### config.mk
export PLATFORM = sky130hd
export DESIGN_NAME = fir_stream_ctrl
export DESIGN_NICKNAME = d
export VERILOG_FILES = /design/src/rtl/fir_stream_ctrl.sv
export SDC_FILE = /design/constraint.sdc
export NUM_CORES = 1
export LEC_CHECK = 0
export CAP_MARGIN = 20
export CELL_PAD_IN_SITES_DETAIL_PLACEMENT = 1
export CELL_PAD_IN_SITES_GLOBAL_PLACEMENT = 1
export CORE_MARGIN = 1
export CORE_UTILIZATION = 35
export CTS_CLUSTER_SIZE = 8
export DETAILED_ROUTE_END_ITERATION = 10
export PLACE_DENSITY_LB_ADDON = 0.1
export REMOVE_ABC_BUFFERS = 1
export SLEW_MARGIN = 30
export SYNTH_ARGS = -nofsm -noshare
export SYNTH_HDL_FRONTEND = slang
export SYNTH_SLANG_ARGS = --single-unit
export TNS_END_PERCENT = 30
### constraint.sdc
create_clock -name i_clk -period 2.65 [get_ports i_clk]
set_input_delay 0.53 -clock i_clk [delete_from_list [all_inputs] [get_ports i_clk]]
set_output_delay 0.53 -clock i_clk [all_outputs]
set_load 0.05 [all_outputs]
### src/rtl/fir_stream_ctrl.sv
// rtl/fir_stream_ctrl.sv - FIR coefficient load sequencer and I2S-paced filter clock-enable generator
module fir_stream_ctrl #(
  parameter  int NTAPS    = 16,
  parameter  int TAP_W    = 16,
  parameter  int SAMPLE_W = 16,
  parameter  int MIN_GAP  = 8,
  localparam int IDX_W    = $clog2(NTAPS)
) (
  input  logic                i_clk,
  input  logic                i_reset,
  input  logic                i_start,
  output logic [IDX_W-1:0]    o_coef_idx,
  input  logic [TAP_W-1:0]    i_coef,
  output logic                o_tap_wr,
  output logic [TAP_W-1:0]    o_tap,
  input  logic                i_ws,
  input  logic [SAMPLE_W-1:0] i_sample_l,
  input  logic [SAMPLE_W-1:0] i_sample_r,
  input  logic [1:0]          i_ch_sel,
  output logic                o_ce,
  output logic [SAMPLE_W-1:0] o_sample,
  output logic                o_ch,
  output logic                o_loaded,
  output logic                o_overrun
);

  localparam int CNT_W = IDX_W + 1;
  localparam int GAP_W = $clog2(MIN_GAP + 1);
  localparam logic [CNT_W-1:0] CNT_END = CNT_W'(NTAPS);
  localparam logic [GAP_W-1:0] GAP_SAT = GAP_W'(MIN_GAP);

  typedef enum logic [1:0] {S_IDLE, S_LOAD, S_WAIT_REL, S_RUN} state_t;

  state_t                r_state;
  state_t                w_next;
  logic [CNT_W-1:0]      r_cnt;
  logic [IDX_W-1:0]      r_coef_idx;
  logic                  r_addr_v;
  logic                  r_tap_wr;
  logic [TAP_W-1:0]      r_tap_last;
  logic                  r_ws_meta;
  logic                  r_ws_s;
  logic                  r_ws_d;
  logic [GAP_W-1:0]      r_gap;
  logic                  r_ce;
  logic [SAMPLE_W-1:0]   r_sample;
  logic                  r_ch;
  logic                  r_overrun;
  logic                  w_start_load;
  logic                  w_fall;
  logic                  w_rise;
  logic                  w_qual;
  logic                  w_fire;

  assign w_start_load = !i_start && (r_state == S_IDLE || r_state == S_RUN);
  assign w_fall = r_ws_d & ~r_ws_s;
  assign w_rise = ~r_ws_d & r_ws_s;
  assign w_qual = (r_state == S_RUN) && ((w_fall && i_ch_sel[0]) || (w_rise && i_ch_sel[1]));
  // r_ce guard keeps enables apart even when MIN_GAP is 1 and edges come back to back
  assign w_fire = w_qual && (r_gap >= GAP_SAT) && !r_ce;

  always_ff @(posedge i_clk) begin
    if (!i_reset) r_state <= S_IDLE;
    else          r_state <= w_next;
  end

  always_comb begin
    w_next = r_state;
    case (r_state)
      S_IDLE:     if (!i_start) w_next = S_LOAD;
      S_LOAD:     if (r_tap_wr && !r_addr_v) w_next = S_WAIT_REL;
      S_WAIT_REL: if (i_start) w_next = S_RUN;
      S_RUN:      if (!i_start) w_next = S_LOAD;
      default:    w_next = S_IDLE;
    endcase
  end

  // Address issued in one cycle, store data and write strobe follow in the next
  always_ff @(posedge i_clk) begin
    if (!i_reset) begin
      r_cnt      <= '0;
      r_coef_idx <= '0;
      r_addr_v   <= 1'b0;
      r_tap_wr   <= 1'b0;
      r_tap_last <= '0;
    end else begin
      r_tap_wr <= (r_state == S_LOAD) && r_addr_v;
      if (r_tap_wr) r_tap_last <= i_coef;
      if (w_start_load) begin
        r_coef_idx <= '0;
        r_cnt      <= CNT_W'(1);
        r_addr_v   <= 1'b1;
      end else if (r_state == S_LOAD && r_cnt != CNT_END) begin
        r_coef_idx <= r_cnt[IDX_W-1:0];
        r_cnt      <= r_cnt + CNT_W'(1);
      end else begin
        r_addr_v   <= 1'b0;
      end
    end
  end

  always_ff @(posedge i_clk) begin
    if (!i_reset) begin
      r_ws_meta <= 1'b0;
      r_ws_s    <= 1'b0;
      r_ws_d    <= 1'b0;
      r_gap     <= GAP_SAT;
      r_ce      <= 1'b0;
      r_sample  <= '0;
      r_ch      <= 1'b0;
      r_overrun <= 1'b0;
    end else begin
      r_ws_meta <= i_ws;
      r_ws_s    <= r_ws_meta;
      r_ws_d    <= r_ws_s;
      r_ce      <= w_fire;
      if (w_fire) begin
        r_gap    <= GAP_W'(1);
        r_sample <= w_fall ? i_sample_l : i_sample_r;
        r_ch     <= w_rise;
      end else if (r_gap != GAP_SAT) begin
        r_gap    <= r_gap + GAP_W'(1);
      end
      if (w_start_load)          r_overrun <= 1'b0;
      else if (w_qual && !w_fire) r_overrun <= 1'b1;
    end
  end

  assign o_coef_idx = r_coef_idx;
  assign o_tap_wr   = r_tap_wr;
  assign o_tap      = r_tap_wr ? i_coef : r_tap_last;
  assign o_ce       = r_ce;
  assign o_sample   = r_sample;
  assign o_ch       = r_ch;
  assign o_loaded   = (r_state == S_RUN);
  assign o_overrun  = r_overrun;

endmodule

* Word-level counts from Yosys, hierarchy flattened
Index checks and enable logic that the tools add are counted.
** Cells by class
- Bitwise operators :: 5
- Reductions and logical operators :: 23
- Add/subtract/negate cells :: 2
- Eq/ne operators :: 9
- Muxes and demuxes :: 12
- $lt $le $gt $ge :: 1
** Operator list (count)
- $mux 16 :: 2
- $logic_and 1x1->1 :: 10
- $mux 4 :: 2
- $ne 2x2->1 const B :: 4
- $mux 2 :: 3
- $pmux 2 s3 :: 1
- $reduce_or 2->1 :: 3
- $add 5x1->5 const B :: 1
- $ne 5x5->1 const B :: 1
- $add 4x1->4 const B :: 1
- $eq 2x2->1 const B :: 2
- $ge 4x4->1 const B :: 1
- $logic_not 1->1 :: 4
- $mux 1 :: 4
- $ne 4x4->1 const B :: 1
- $reduce_bool 2->1 :: 2
- $not 1->1 :: 3
- $reduce_and 3->1 :: 1
- $and 1x1->1 :: 2
- $eq 2x1->1 const B :: 1
- $logic_not 2->1 :: 1
- $logic_or 1x1->1 :: 2
** Word-level totals
- Flip-flop bits (word level) :: 55

* Longest topological paths before layout
- Depth after elaboration :: 9
- Mapped depth :: 7

* Worst setup path before layout
No wires, ideal clock.
- Kind :: reg2out
- Start :: register r_tap_wr, in the netlist o_tap_wr
- End :: output o_tap[0]
- Arrival :: 1.598 ns
- Path buffers :: 2
- Cell stages (with the launch flop) :: 4
- Setup slack :: 0.522 ns
- Cell sequence :: dfxtp_1 buf_2 buf_4 mux2_1
** Between the ends
- Word-level cells in the longest chain between the ends :: 1
** RTL lines
- from (decl) :: line 39 : logic r_tap_wr;
- from (signal assigned) :: line 87 : r_tap_wr <= (r_state == S_LOAD) && r_addr_v;
- $mux 16
- to (decl) :: line 15 : output logic [TAP_W-1:0] o_tap,
Every way passes these cells.

* Worst setup path after layout
- Start :: register r_state[1]
- End :: output o_loaded
** Between the ends
- Word-level cells in the longest chain between the ends :: 1
** RTL lines
- from (decl) :: line 34 : state_t r_state;
- from (signal assigned) :: line 64 : else r_state <= w_next;
- $eq 2x2->1 :: line 135 : assign o_loaded = (r_state == S_RUN);
- to (decl) :: line 23 : output logic o_loaded,
Every way passes these cells.

==> metrics.csv <==
stage,metric,value,unit
layout,final_cell_area,0.00353,sq mm
grt,track_usage,15.8,%
timing,fin_crit,2.28,ns
power,total_power,2.19,mW
timing,finalHoldViolCount,0,
cts,clkTransAtPathRegs,0.10,ns
setup_path,cp-end-kind,primary output,
layout,antenna_cells,0,
cts,insertion_delay,0.31,ns
yosys,synth_compound_area_share,12.0,%
yosys,avgSynthCellArea,10.5,sq um
yosys,ys_seq_elements,55,
placement,dpl.hpwl,4280,um
floorplan,pin_count,95,
cts,cts_sinks,55,
setup_path,cp_top_family,buffers and inverters,
detailed_routing,drc,0,
yosys,synth_top_family_by_area,simple AND/OR/NAND/NOR gates,
detailed_routing,postRouteAntennaNets,0,
detailed_routing,drt_first_pass_iters,3,
detailed_routing,avgRoutedWirePerCell,13.9,um
placement,gp_congestion,0.747,
floorplan,initial_core_util,36.1,%
job,cap_violations,0,
yosys,synthCells,231,
grt,grt_start_max_net_pins,39,
floorplan,dieArea,0.00730,sq mm
yosys,syn-cell-area,0.00244,sq mm
yosys,ys_warn_count,0,
grt,antenna_found_initial,0,
yosys,synth_largest_area_cell,dfxtp_1,
layout,final.fill_count,757,
setup_path,path_cells,ha_1 > clkdlybuf4s50_1,
timing,tns,0,ns
power,ir_drop,402,uV
detailed_routing,drt-initial-drc-count,42,
yosys,synth_seq_area_share,45.2,%
timing,fin_crit_sh,85.9,%
timing,setup_viol,0,
yosys,ys_top_cells_by_area,"dfxtp_1, a211oi_2, mux2i_1",
floorplan,core_area,0.00676,sq mm
power,p_leak,1.44,nW
cts,cts_max_level,2,
timing,maxSlewViolCount,0,
power,powerDensity,619,mW/mm^2
grt,gr-total-overflow,0,
timing,whs,0.446,ns
placement,place_area,0.00340,sq mm
yosys,synth_top_area_share,45.2,%
timing,slew_headroom,63.5,%
cts,cts_buffer_depth,2,
detailed_routing,wirelength,5610,um
cts,cts_setup_buffers,0,
yosys,synth-simple-area-share,17.1,%
timing,rsz0062_at_grt,no,
layout,nets,384,
placement,port_buffers,94,
cts,root_buffer,clkbuf_8,
layout,area_growth,45.0,%
setup_path,arrival,1.75,ns
cts,cts_resized,0,
yosys,synthAdderAreaFrac,3.60,%
cts,hold_buffers,0,
detailed_routing,routed_via_density,4.78,
setup_path,critPathMaxFanout,4,
grt,grt_pass1_wl,9130,um
floorplan,row_count,30,
cts,cts_tree,yes,
floorplan,die_y,85.4,um
timing,fmax,0.439,GHz
setup_path,start_kind,register,
setup_path,critical_path.max_stage_delay,0.82,ns
min_path,hold_path_class,reg -> reg,
grt,grt_pass1_vias,1873,
setup_path,crit_slowest_cell,clkdlybuf4s50_1,
floorplan,die_w,85.4,um
yosys,synth.area.mux_share,14.8,%
timing,fin_skew,0.00939,ns
layout,drive_gt1_share,19.4,%
timing,worstMarginPinSlew,0.546,ns
detailed_routing,vias,1932,
setup_path,critPathKind,reg -> out,
yosys,synth_cell_types,35,
status,outcome,completed,
cts,cts_buffers,5,
yosys,synth_xor_area_share,2.16,%
setup_path,worstPathRequired,2.12,ns
setup_path,path_buf_inv,1,
==> layout by cell type, fill, tap and decap left out, types with 2 or more instances in the layout <==
master	netlist	final
mux2_1	4	4
nor3_1	2	2
a21oi_1	9	9
ha_1	7	7
mux2i_1	17	17
a211oi_2	16	16
and2_1	20	20
buf_4	2	20
nand2b_1	5	5
nand3_1	6	6
xnor2_1	2	2
nand2_1	9	9
dfxtp_1	55	55
nand4b_1	3	3
o21ai_0	2	2
inv_1	7	7
clkbuf_8	0	5
clkdlybuf4s50_1	0	78
nand4_1	2	2
nor2_1	23	23
mux2_2	13	13
bufinv_16	0	2
xor2_1	4	4
==> cell type report <==
class                      instances  area, sq um  share of cell area, %
clock buffer                       5         68.8                   1.95
tap                               80          100                   2.83
timing repair buffer              99          951                   26.9
sequential                        55         1100                   31.2
multi-input combinational        155         1220                   34.5
clock inverter                     3         67.6                   1.91
inverter                           7         26.3                  0.744
==> per-stage QoR <==
stage | std cells | util (%) | setup WS [ns]
2_1_floorplan | 217 | - | 0.0300
5_1_grt | 404 | 52.3 | 0.294
6_report | 404 | 52.3 | 0.373
4_1_cts | 404 | 52.3 | 0.346
3_5_place_dp | 396 | 50.3 | 0.656
3_3_place_gp | 396 | 50.3 | 0.690
==> power by group <==
part / leakage [nW] / switching [mW] / internal (mW)
logic: 0.931 / 0.349 / 0.259
clock network: 0.0644 / 0.271 / 0.377
registers: 0.445 / 0.0471 / 0.884
==> worst reg2reg max path: cells and delay by family, from the launching register on <==
family,cells,cell delay [ns]
multiplexers,1,0.29
flip-flops,1,0.40
AND/OR/NAND/NOR,1,0.06
AO/OA/AOI/OAI,2,0.39
buffers and inverters,1,0.07
adder cells (fa/ha/maj),1,0.32
==> final timing paths <==
check / startpoint / to / slack, ns / cells after the start
setup / recovery: r_state[1]$_SDFFE_PN0P_ / o_loaded / 0.37 / 2
hold / removal: r_ws_meta$_SDFF_PN0_ / r_ws_s$_SDFF_PN0_ / 0.45 / 1
setup reg to reg: r_state[0]$_SDFFE_PN0P_ / r_state[1]$_SDFFE_PN0P_ / 1.04 / 6
hold reg to reg: r_ws_meta$_SDFF_PN0_ / r_ws_s$_SDFF_PN0_ / 0.45 / 1
==> flip-flops by register name (all words and copies together), names as in the netlist <==
register / cells
r_cnt: 5
r_tap_last: 16
r_addr_v: 1
r_ws_meta: 1
r_ws_s: 1
r_ws_d: 1
o_sample: 16
r_state: 2
o_ch: 1
o_ce: 1
o_tap_wr: 1
o_overrun: 1
r_gap: 4
o_coef_idx: 4
==> layer usage <==
layer / track usage, % / wire (um)
met1: 20.9 / 2590
met2: 25.2 / 2590
met5: 0 / 0
met3: 3.50 / 369
met4: 5.45 / 62
==> kinds of logic (layout without fill, tap and decap cells) <==
kind of cell	Yosys count	in the layout
AOI/OAI and AO/OA	32	32
xor gates and xnor gates	6	6
adders and majority gates	7	7
buffers and inverters	21	114
DFF	55	55
muxes	34	34
and+or+nand+nor	76	76
==> synth_stat cells, drive strengths merged <==
cell type  count
a211oi        17
a21oi         10
a22oi          1
a31o           1
and2          20
and3           1
buf           10
clkbuf         4
dfxtp         55
ha             7
inv            7
mux2          17
mux2i         17
nand2         10
nand2b         5
nand3          6
nand3b         1
nand4          2
nand4b         3
nand4bb        1
nor2          24
nor3           2
o21ai          3
or2            1
xnor2          2
xor2           4
(Power assumes the default switching activity.)
